===== config.mk =====
export PLATFORM = sky130hd
export DESIGN_NAME = eff_out_level
export DESIGN_NICKNAME = d
export VERILOG_FILES = /design/src/rtl/sample_pkg.sv /design/src/rtl/eff_gain_ramp.sv /design/src/rtl/eff_out_level.sv
export SDC_FILE = /design/constraint.sdc
export NUM_CORES = 1
export LEC_CHECK = 0
export ABC_CLOCK_PERIOD_IN_PS = 6050
export CORE_ASPECT_RATIO = 1.75
export CORE_MARGIN = 2
export CORE_UTILIZATION = 62
export CTS_CLUSTER_SIZE = 8
export DETAILED_ROUTE_END_ITERATION = 7
export GPL_ROUTABILITY_DRIVEN = 0
export GPL_TIMING_DRIVEN = 0
export PLACE_DENSITY_LB_ADDON = 0.1
export SYNTH_ARGS = -nofsm -noshare
export SYNTH_HDL_FRONTEND = slang
export SYNTH_SLANG_ARGS = --single-unit

===== constraint.sdc =====
create_clock -name clk -period 6.05 [get_ports clk]
set_input_delay 0.605 -clock clk [delete_from_list [all_inputs] [get_ports clk]]
set_output_delay 0.605 -clock clk [all_outputs]
set_load 0.02 [all_outputs]

===== src/rtl/sample_pkg.sv =====
// rtl/sample_pkg.sv - sample, gain and level-state types shared by the output level stage
package sample_pkg;
  localparam int DATA_WIDTH = 24;
  localparam int GAIN_W     = 8;
  localparam int GAIN_FRAC  = 7;
  localparam int PROD_W     = DATA_WIDTH + GAIN_W + 1;

  typedef logic [GAIN_W-1:0] gain_t;
  localparam gain_t GAIN_UNITY = 8'd128;

  typedef struct packed {
    logic signed [DATA_WIDTH-1:0] lc;
    logic signed [DATA_WIDTH-1:0] rc;
  } sample_t;

  typedef enum logic [1:0] {MUTED, STEADY, RAMP_UP, RAMP_DOWN} lvl_state_t;

  localparam logic signed [PROD_W-1:0] Y_MAX = PROD_W'((2 ** (DATA_WIDTH - 1)) - 1);
  localparam logic signed [PROD_W-1:0] Y_MIN = PROD_W'(-(2 ** (DATA_WIDTH - 1)));

  // Returns {saturated, y}; the arithmetic shift floors toward -inf.
  function automatic logic [DATA_WIDTH:0] sat_shift(input logic signed [PROD_W-1:0] p);
    logic signed [PROD_W-1:0] s;
    s = p >>> GAIN_FRAC;
    if (s > Y_MAX) begin
      sat_shift = {1'b1, Y_MAX[DATA_WIDTH-1:0]};
    end else if (s < Y_MIN) begin
      sat_shift = {1'b1, Y_MIN[DATA_WIDTH-1:0]};
    end else begin
      sat_shift = {1'b0, s[DATA_WIDTH-1:0]};
    end
  endfunction
endpackage


===== src/rtl/eff_gain_ramp.sv =====
// rtl/eff_gain_ramp.sv - click-free gain slew engine with level FSM
module eff_gain_ramp
  import sample_pkg::*;
#(
  parameter int RAMP_DIV = 32
) (
  input  logic       clk,
  input  logic       rst,
  input  gain_t      vol_i,
  input  logic       mute_i,
  input  logic       vld_i,
  output gain_t      g_cur_o,
  output lvl_state_t state_o
);
  localparam int CNT_W = (RAMP_DIV > 1) ? $clog2(RAMP_DIV) : 1;
  localparam logic [CNT_W-1:0] CNT_LAST = CNT_W'(RAMP_DIV - 1);

  gain_t            target_q, target_d;
  gain_t            g_cur_q, g_cur_d;
  logic [CNT_W-1:0] div_cnt_q, div_cnt_d;
  lvl_state_t       state_q, state_d;

  always_comb begin
    target_d  = mute_i ? '0 : vol_i;
    g_cur_d   = g_cur_q;
    div_cnt_d = div_cnt_q;
    state_d   = state_q;
    if (vld_i) begin
      if (g_cur_q == target_q) begin
        div_cnt_d = '0;
      end else if (div_cnt_q == CNT_LAST) begin
        div_cnt_d = '0;
        g_cur_d   = (g_cur_q < target_q) ? g_cur_q + gain_t'(1) : g_cur_q - gain_t'(1);
      end else begin
        div_cnt_d = div_cnt_q + CNT_W'(1);
      end
      // State reflects the gain after this tick's step.
      if (g_cur_d == target_q) begin
        state_d = (target_q == '0) ? MUTED : STEADY;
      end else if (g_cur_d < target_q) begin
        state_d = RAMP_UP;
      end else begin
        state_d = RAMP_DOWN;
      end
    end
  end

  always_ff @(posedge clk or posedge rst) begin
    if (rst) begin
      target_q  <= '0;
      g_cur_q   <= '0;
      div_cnt_q <= '0;
      state_q   <= MUTED;
    end else begin
      target_q  <= target_d;
      g_cur_q   <= g_cur_d;
      div_cnt_q <= div_cnt_d;
      state_q   <= state_d;
    end
  end

  assign g_cur_o = g_cur_q;
  assign state_o = state_q;
endmodule


===== src/rtl/eff_out_level.sv =====
// rtl/eff_out_level.sv - master volume/mute stage: 2-cycle scale and saturate
// Optional saturation counter under EFF_OUT_CLIP_CNT_EN.
module eff_out_level
  import sample_pkg::*;
#(
  parameter int RAMP_DIV = 32
) (
  input  logic        clk,
  input  logic        rst,
  input  gain_t       vol_i,
  input  logic        mute_i,
  input  sample_t     data_i,
  input  logic        vld_i,
  output sample_t     data_o,
  output logic        vld_o,
  output logic        clip_o,
  output logic        muted_o,
  output logic [15:0] clip_cnt_o
);
  gain_t      g_cur;
  lvl_state_t state;

  eff_gain_ramp #(.RAMP_DIV(RAMP_DIV)) u_ramp (
    .clk     (clk),
    .rst     (rst),
    .vol_i   (vol_i),
    .mute_i  (mute_i),
    .vld_i   (vld_i),
    .g_cur_o (g_cur),
    .state_o (state)
  );

  logic signed [PROD_W-1:0]     p_lc_q, p_lc_d, p_rc_q, p_rc_d;
  logic                         s1_vld_q, s1_vld_d;
  logic signed [DATA_WIDTH-1:0] y_lc, y_rc;
  logic                         sat_lc, sat_rc;
  sample_t                      data_q, data_d;
  logic                         vld_q, vld_d, clip_q, clip_d;

  assign {sat_lc, y_lc} = sat_shift(p_lc_q);
  assign {sat_rc, y_rc} = sat_shift(p_rc_q);

  always_comb begin
    p_lc_d   = p_lc_q;
    p_rc_d   = p_rc_q;
    s1_vld_d = vld_i;
    // Gain is zero-extended so the product stays signed.
    if (vld_i) begin
      p_lc_d = PROD_W'($signed(data_i.lc)) * PROD_W'($signed({1'b0, g_cur}));
      p_rc_d = PROD_W'($signed(data_i.rc)) * PROD_W'($signed({1'b0, g_cur}));
    end
    data_d = data_q;
    vld_d  = s1_vld_q;
    clip_d = s1_vld_q & (sat_lc | sat_rc);
    if (s1_vld_q) begin
      data_d.lc = y_lc;
      data_d.rc = y_rc;
    end
  end

  always_ff @(posedge clk or posedge rst) begin
    if (rst) begin
      p_lc_q   <= '0;
      p_rc_q   <= '0;
      s1_vld_q <= 1'b0;
      data_q   <= '0;
      vld_q    <= 1'b0;
      clip_q   <= 1'b0;
    end else begin
      p_lc_q   <= p_lc_d;
      p_rc_q   <= p_rc_d;
      s1_vld_q <= s1_vld_d;
      data_q   <= data_d;
      vld_q    <= vld_d;
      clip_q   <= clip_d;
    end
  end

`ifdef EFF_OUT_CLIP_CNT_EN
  logic [15:0] clip_cnt_q, clip_cnt_d;

  always_comb begin
    clip_cnt_d = clip_cnt_q;
    if (clip_d && clip_cnt_q != 16'hFFFF) begin
      clip_cnt_d = clip_cnt_q + 16'd1;
    end
  end

  always_ff @(posedge clk or posedge rst) begin
    if (rst) begin
      clip_cnt_q <= '0;
    end else begin
      clip_cnt_q <= clip_cnt_d;
    end
  end

  assign clip_cnt_o = clip_cnt_q;
`else
  assign clip_cnt_o = '0;
`endif

  assign data_o  = data_q;
  assign vld_o   = vld_q;
  assign clip_o  = clip_q;
  assign muted_o = (state == MUTED);
endmodule


# [Word-level counts from Yosys, hierarchy flattened]
# Cells that the tools add are included.
[totals] input_bits=60 ff_bits=140 output_inout_bits=67 elab_cells=43
[op_classes] muxes=14 addsub=3 bitwise_logic=2 n_eq_ne=3 n_lt_le_gt_ge=6 n_reduce_logical=2 mul=2
[op_table] op="25-bit two-way mux" count=4
[op_table] op="24-bit by 9-bit multiplier with 33-bit output" count=2
[op_table] op="26-bit by 24-bit greater-than comparator with 1-bit output, second input constant" count=2
[op_table] op="26-bit by 24-bit < comparator with 1-bit output, second input constant" count=2
[op_table] op="8-bit two-way mux" count=5
[op_table] op="8-bit equality test" count=2
[op_table] op="8-bit < comparator" count=2
[op_table] op="5-bit two-way mux" count=2
[op_table] op="8-bit by 1-bit adder with 8-bit output, second input constant" count=1
[op_table] op="8-bit logical NOT" count=1
[op_table] op="8-bit by 1-bit subtractor with 8-bit output, second input constant" count=1
[op_table] op="5-bit by 1-bit adder with 5-bit output, second input constant" count=1
[op_table] op="5-bit equality test, second input constant" count=1
[op_table] op="2-bit logical NOT" count=1
[op_table] op="1-bit two-way mux" count=2
[op_table] op="2-bit two-way mux" count=1
[op_table] op="1-bit AND" count=1
[op_table] op="1-bit bitwise OR" count=1

# [Logic depth before layout (Yosys ltp)]
[logic_depth] word_depth=8 ltp_mapped=23

# [By module]
# From an unflattened synthesis, not the netlist that was laid out.
[hier_totals] hier_cells=2129 hier_area_um2=18879.4
[by_module_without_submodules] module="eff_out_level" n_inst=1 seq_area_each_um2=2577.5 cells_each=1957 area_each_um2=17249.0
[by_module_without_submodules] module="eff_gain_ramp" n_inst=1 seq_area_each_um2=575.6 cells_each=172 area_each_um2=1630.3

# [Least setup slack after synthesis]
# No wires, ideal clock.
[synth_path] kind="register to register" start="register u_ramp.g_cur_q[0] (netlist: u_ramp.g_cur_o[0])" end="register p_rc_q[28]" path_stages_with_launch=20 arrival_ps=5213 n_path_buf=2 setup_ps=125 setup_slack_ps=712 t_required_ps=5925 path_cell_list="dfrtp_1 -> buf_1 -> buf_1 -> nand2_1 -> fa_1 -> inv_1 -> fa_1 -> fa_1 -> inv_1 -> fa_1 -> inv_1 -> ha_1 -> a21o_1 -> a221o_1 -> a21oi_2 -> a211oi_2 -> nor4_4 -> o31ai_4 -> xor2_1 -> mux2_2"
[synth_via] elab_chain_cells=1
[synth_rtl] item="start, declared" line="eff_gain_ramp.sv:19" text="gain_t g_cur_q, g_cur_d;"
[synth_rtl] item="start signal, assigned" line="eff_gain_ramp.sv:56" text="g_cur_q <= g_cur_d;"
[synth_rtl] item="24-bit by 9-bit multiplier with 33-bit output" line="eff_out_level.sv:50" text="p_rc_d = PROD_W'($signed(data_i.rc)) * PROD_W'($signed({1'b0, g_cur}));"
[synth_rtl] item="end signal, assigned" line="eff_out_level.sv:71" text="p_rc_q <= p_rc_d;"
[synth_rtl] item="end, declared" line="eff_out_level.sv:33" text="logic signed [PROD_W-1:0] p_lc_q, p_lc_d, p_rc_q, p_rc_d;"
# Every way passes these cells.
# A chain may end at the register's enable or synchronous reset.

# [Final worst setup path]
# Same ends and word-level chain as after synthesis.

==> flow_metrics.py <==
metrics = {
    "sta": {
        "setup_violations": 0,
        "fin_skew_ps": 12.01,
        "fmax_mhz": 170.2,
        "fin_setup_tns_ps": 0,
        "worst_slew_pin_slew_ps": 1083,
        "fin_crit_ps": 5874,
        "drv_slew": 0,
        "hold_viol_final": 0,
        "slew_headroom_pct": 27.77,
        "timing.final.crit_share_pct": 97.09,
    },
    "layout": {
        "final_cell_mix": "inv_1 (450), fa_1 (299), and2_1 (215)",
        "final_area_mm2": 0.02074,
        "drive_gt1_share_pct": 6.189,
        "nFillCells": 2353,
        "area_delta_synth_final_pct": 12.48,
        "post-route-util_pct": 70.83,
        "stdcell_count": 2547,
        "finalNetCount": 2659,
        "diodes": 0,
        "final_common_cell": "inv_1",
    },
    "yosys": {
        "synth_area_leader_cell": "fa_1",
        "synth_area_leaders": "fa_1 (32%), dfrtp_1 (17%), ha_1 (10%), inv_1 (9.2%), and2_1 (7.3%)",
        "syn-mean-instance-area_um2": 9.185,
        "synth_area_mm2": 0.01844,
        "synth-seq-area-share_pct": 17.10,
        "synth_top_area_share_pct": 32.46,
        "synthArstFlopShare_pct": 100.0,
        "synth_edf_count": 0,
        "ys_types": 61,
        "synthCells": 2008,
        "ys_warn_count": 0,
        "ys_ff_latch": 126,
        "synthFlopType": "dfrtp_1",
    },
    "clock_network": {
        "post_cts_buffers": 0,
        "numCtsBuffers": 17,
        "htree_levels": 4,
        "cts_sinks": 126,
        "clkTransAtPathRegs_ps": 70,
        "clockBufferDepth": 2,
        "cts-root-buf": "clkbuf_16",
        "cts_tree": "yes",
        "insertion_delay_ps": 460,
    },
    "placed_design": {
        "port_buffers": 109,
        "dpl_cell_area_mm2": 0.02010,
        "dp_hpwl_um": 39030,
        "place_inst": 2515,
    },
    "drt": {
        "wire_per_inst_um": 18.69,
        "drtIter0Drc": 581,
        "vias": 14120,
        "wl_um": 47590,
        "ant_nets": 0,
        "drc": 0,
        "drtPass1Iterations": 5,
        "viasPerCell": 5.545,
    },
    "global_route": {
        "grt_max_degree": 70,
        "antenna_found_initial": 1,
        "grt_pass1_vias": 15730,
        "grt-ovfl-total": 0,
        "grt_pass1_wl_um": 78210,
        "grt_usage_pct": 32.98,
    },
    "floorplanning": {
        "die_x_um": 134.4,
        "fp-row-count": 83,
        "io_pins": 127,
        "fp.dieH_um": 232.2,
        "start_util_pct": 62.98,
        "die_area_mm2": 0.03120,
        "core_mm2": 0.02929,
    },
    "setup_path": {
        "ff2ff_setup_slack_ps": 180,
        "crit_arrival_ps": 6210,
        "path_cells": "buf_2, buf_2, nand2_1, fa_1, inv_1, fa_1, fa_1, inv_1, fa_1, inv_1, ha_1, a21o_1, a221o_1, a21oi_2, a211oi_4, nor4_4, o31ai_4, xor2_1, mux2_2",
        "crit_fanout": 10,
        "cp-end-kind": "flop",
        "start_kind": "flop",
        "path_common_cell": "fa_1",
        "critPathMaxStageDelay_ps": 550,
        "cpMaxStageDelayCell": "fa_1",
        "cp_data_required_time_ps": 6390,
        "path_class": "reg2reg",
    },
    "outcome": {
        "status": "completed",
    },
    "power_and_ir_drop": {
        "peakVddDrop_v": 0.0002189,
        "leakage_nw": 11.15,
        "power_density_mw_per_mm2": 136.6,
        "power_mw": 2.834,
    },
    "worst_hold_path": {
        "hp-class": "reg2reg",
    },
    "flow_run": {
        "drv_cap": 0,
    },
}
logic make-up (layout without fill, tap and decap cells):
logic type	Yosys count	after routing	share of synthesized area (%)
other	1	16	0.02033
buffers and inverters	534	676	11.21
AND/OR/NAND/NOR	577	577	15.69
multiplexers	49	49	2.985
flip-flops	126	126	17.10
adder cells (fa/ha/maj)	447	447	42.50
XOR/XNOR	64	64	3.039
AO/OA/AOI/OAI	210	210	7.463
per-stage QoR:
stage,setup WS (ps),hold WS [ps]
after floorplan,712.2,351.9
after global placement,-236.8,370.4
after detailed placement,-409.8,365.4
after CTS,40.32,374.4
after global routing,-13.30,378.6
final,176.1,375.6
repair_timing:
action,CTS,global route
setup endpoints to repair,25,24
pin swaps,0,1
resized for setup,6,28
hold buffers,0,0
critical path, delay by kind of cell (launching register included):
kind	cells	cell delay, ps
adder cells (fa/ha/maj)	5	2400
AO/OA/AOI/OAI	5	1090
buffers and inverters	5	830
AND/OR/NAND/NOR	2	550
flip-flops	1	440
multiplexers	1	270
XOR/XNOR	1	160
per-layer routing:
layer	share of wire (%)	vias to the layer above	global-route usage, %
met5	0.029	-	0
met4	7.6	2	23.32
met3	4.4	205	4.890
met2	54	434	61.72
met1	33	7091	32.68
li1	-	6390	-
worst paths after layout:
kind / startpoint / to / cells past startpoint
hold / removal: s1_vld_q$_DFF_PP0_ / vld_o$_DFF_PP0_ / 0
setup reg to reg: u_ramp.g_cur_o[0]$_DFFE_PP0P_ / p_rc_q[28]$_DFFE_PP0P_ / 19
hold reg to reg: s1_vld_q$_DFF_PP0_ / vld_o$_DFF_PP0_ / 0
max in group asynchronous: rst / u_ramp.target_q[2]$_DFF_PP0_ / 3
setup / recovery: u_ramp.g_cur_o[0]$_DFFE_PP0P_ / p_rc_q[28]$_DFFE_PP0P_ / 19
min in group asynchronous: rst / p_lc_q[30]$_DFFE_PP0P_ / 2
Yosys cell counts (11+ instances only):
cell	n
buf_4	16
nand3_1	17
a21oi_1	49
mux2_2	48
fa_1	299
dfrtp_1	126
clkbuf_1	54
nor2b_1	13
nor2_1	82
and2_1	215
xor2_1	17
nand2_1	209
a21o_1	24
o22ai_1	46
inv_1	451
xnor2_1	47
ha_1	148
buf_1	11
o21ai_0	31
final cells by class:
type                       instances  area (um^2)  share of cell area (%)
inverter                         451         1698                   8.185
tap                              382        478.0                   2.304
timing repair buffer             110         1119                   5.392
buffer                            83        395.4                   1.906
multi-input combinational       1363        13300                   64.10
sequential                       126         3153                   15.20
clock buffer                      21        470.5                   2.268
clock inverter                    11        133.9                  0.6454
sequential cells by signal, indices dropped and copies added, names as in the netlist:
signal / flops
u_ramp.g_cur_o: 8
u_ramp.target_q: 8
u_ramp.state_o: 2
clip_o: 1
vld_o: 1
p_rc_q: 26
u_ramp.div_cnt_q: 5
s1_vld_q: 1
p_lc_q: 26
data_o: 48
where the power goes:
| group | internal (mW) | leakage [nW] | total, mW | switching (mW) |
|---|---|---|---|---|
| logic | 0.316 | 9.14 | 0.755 | 0.439 |
| clock network | 0.642 | 0.282 | 1.08 | 0.438 |
| registers | 0.939 | 1.72 | 0.999 | 0.0603 |
Note: power is estimated with default switching activity, not from simulation.
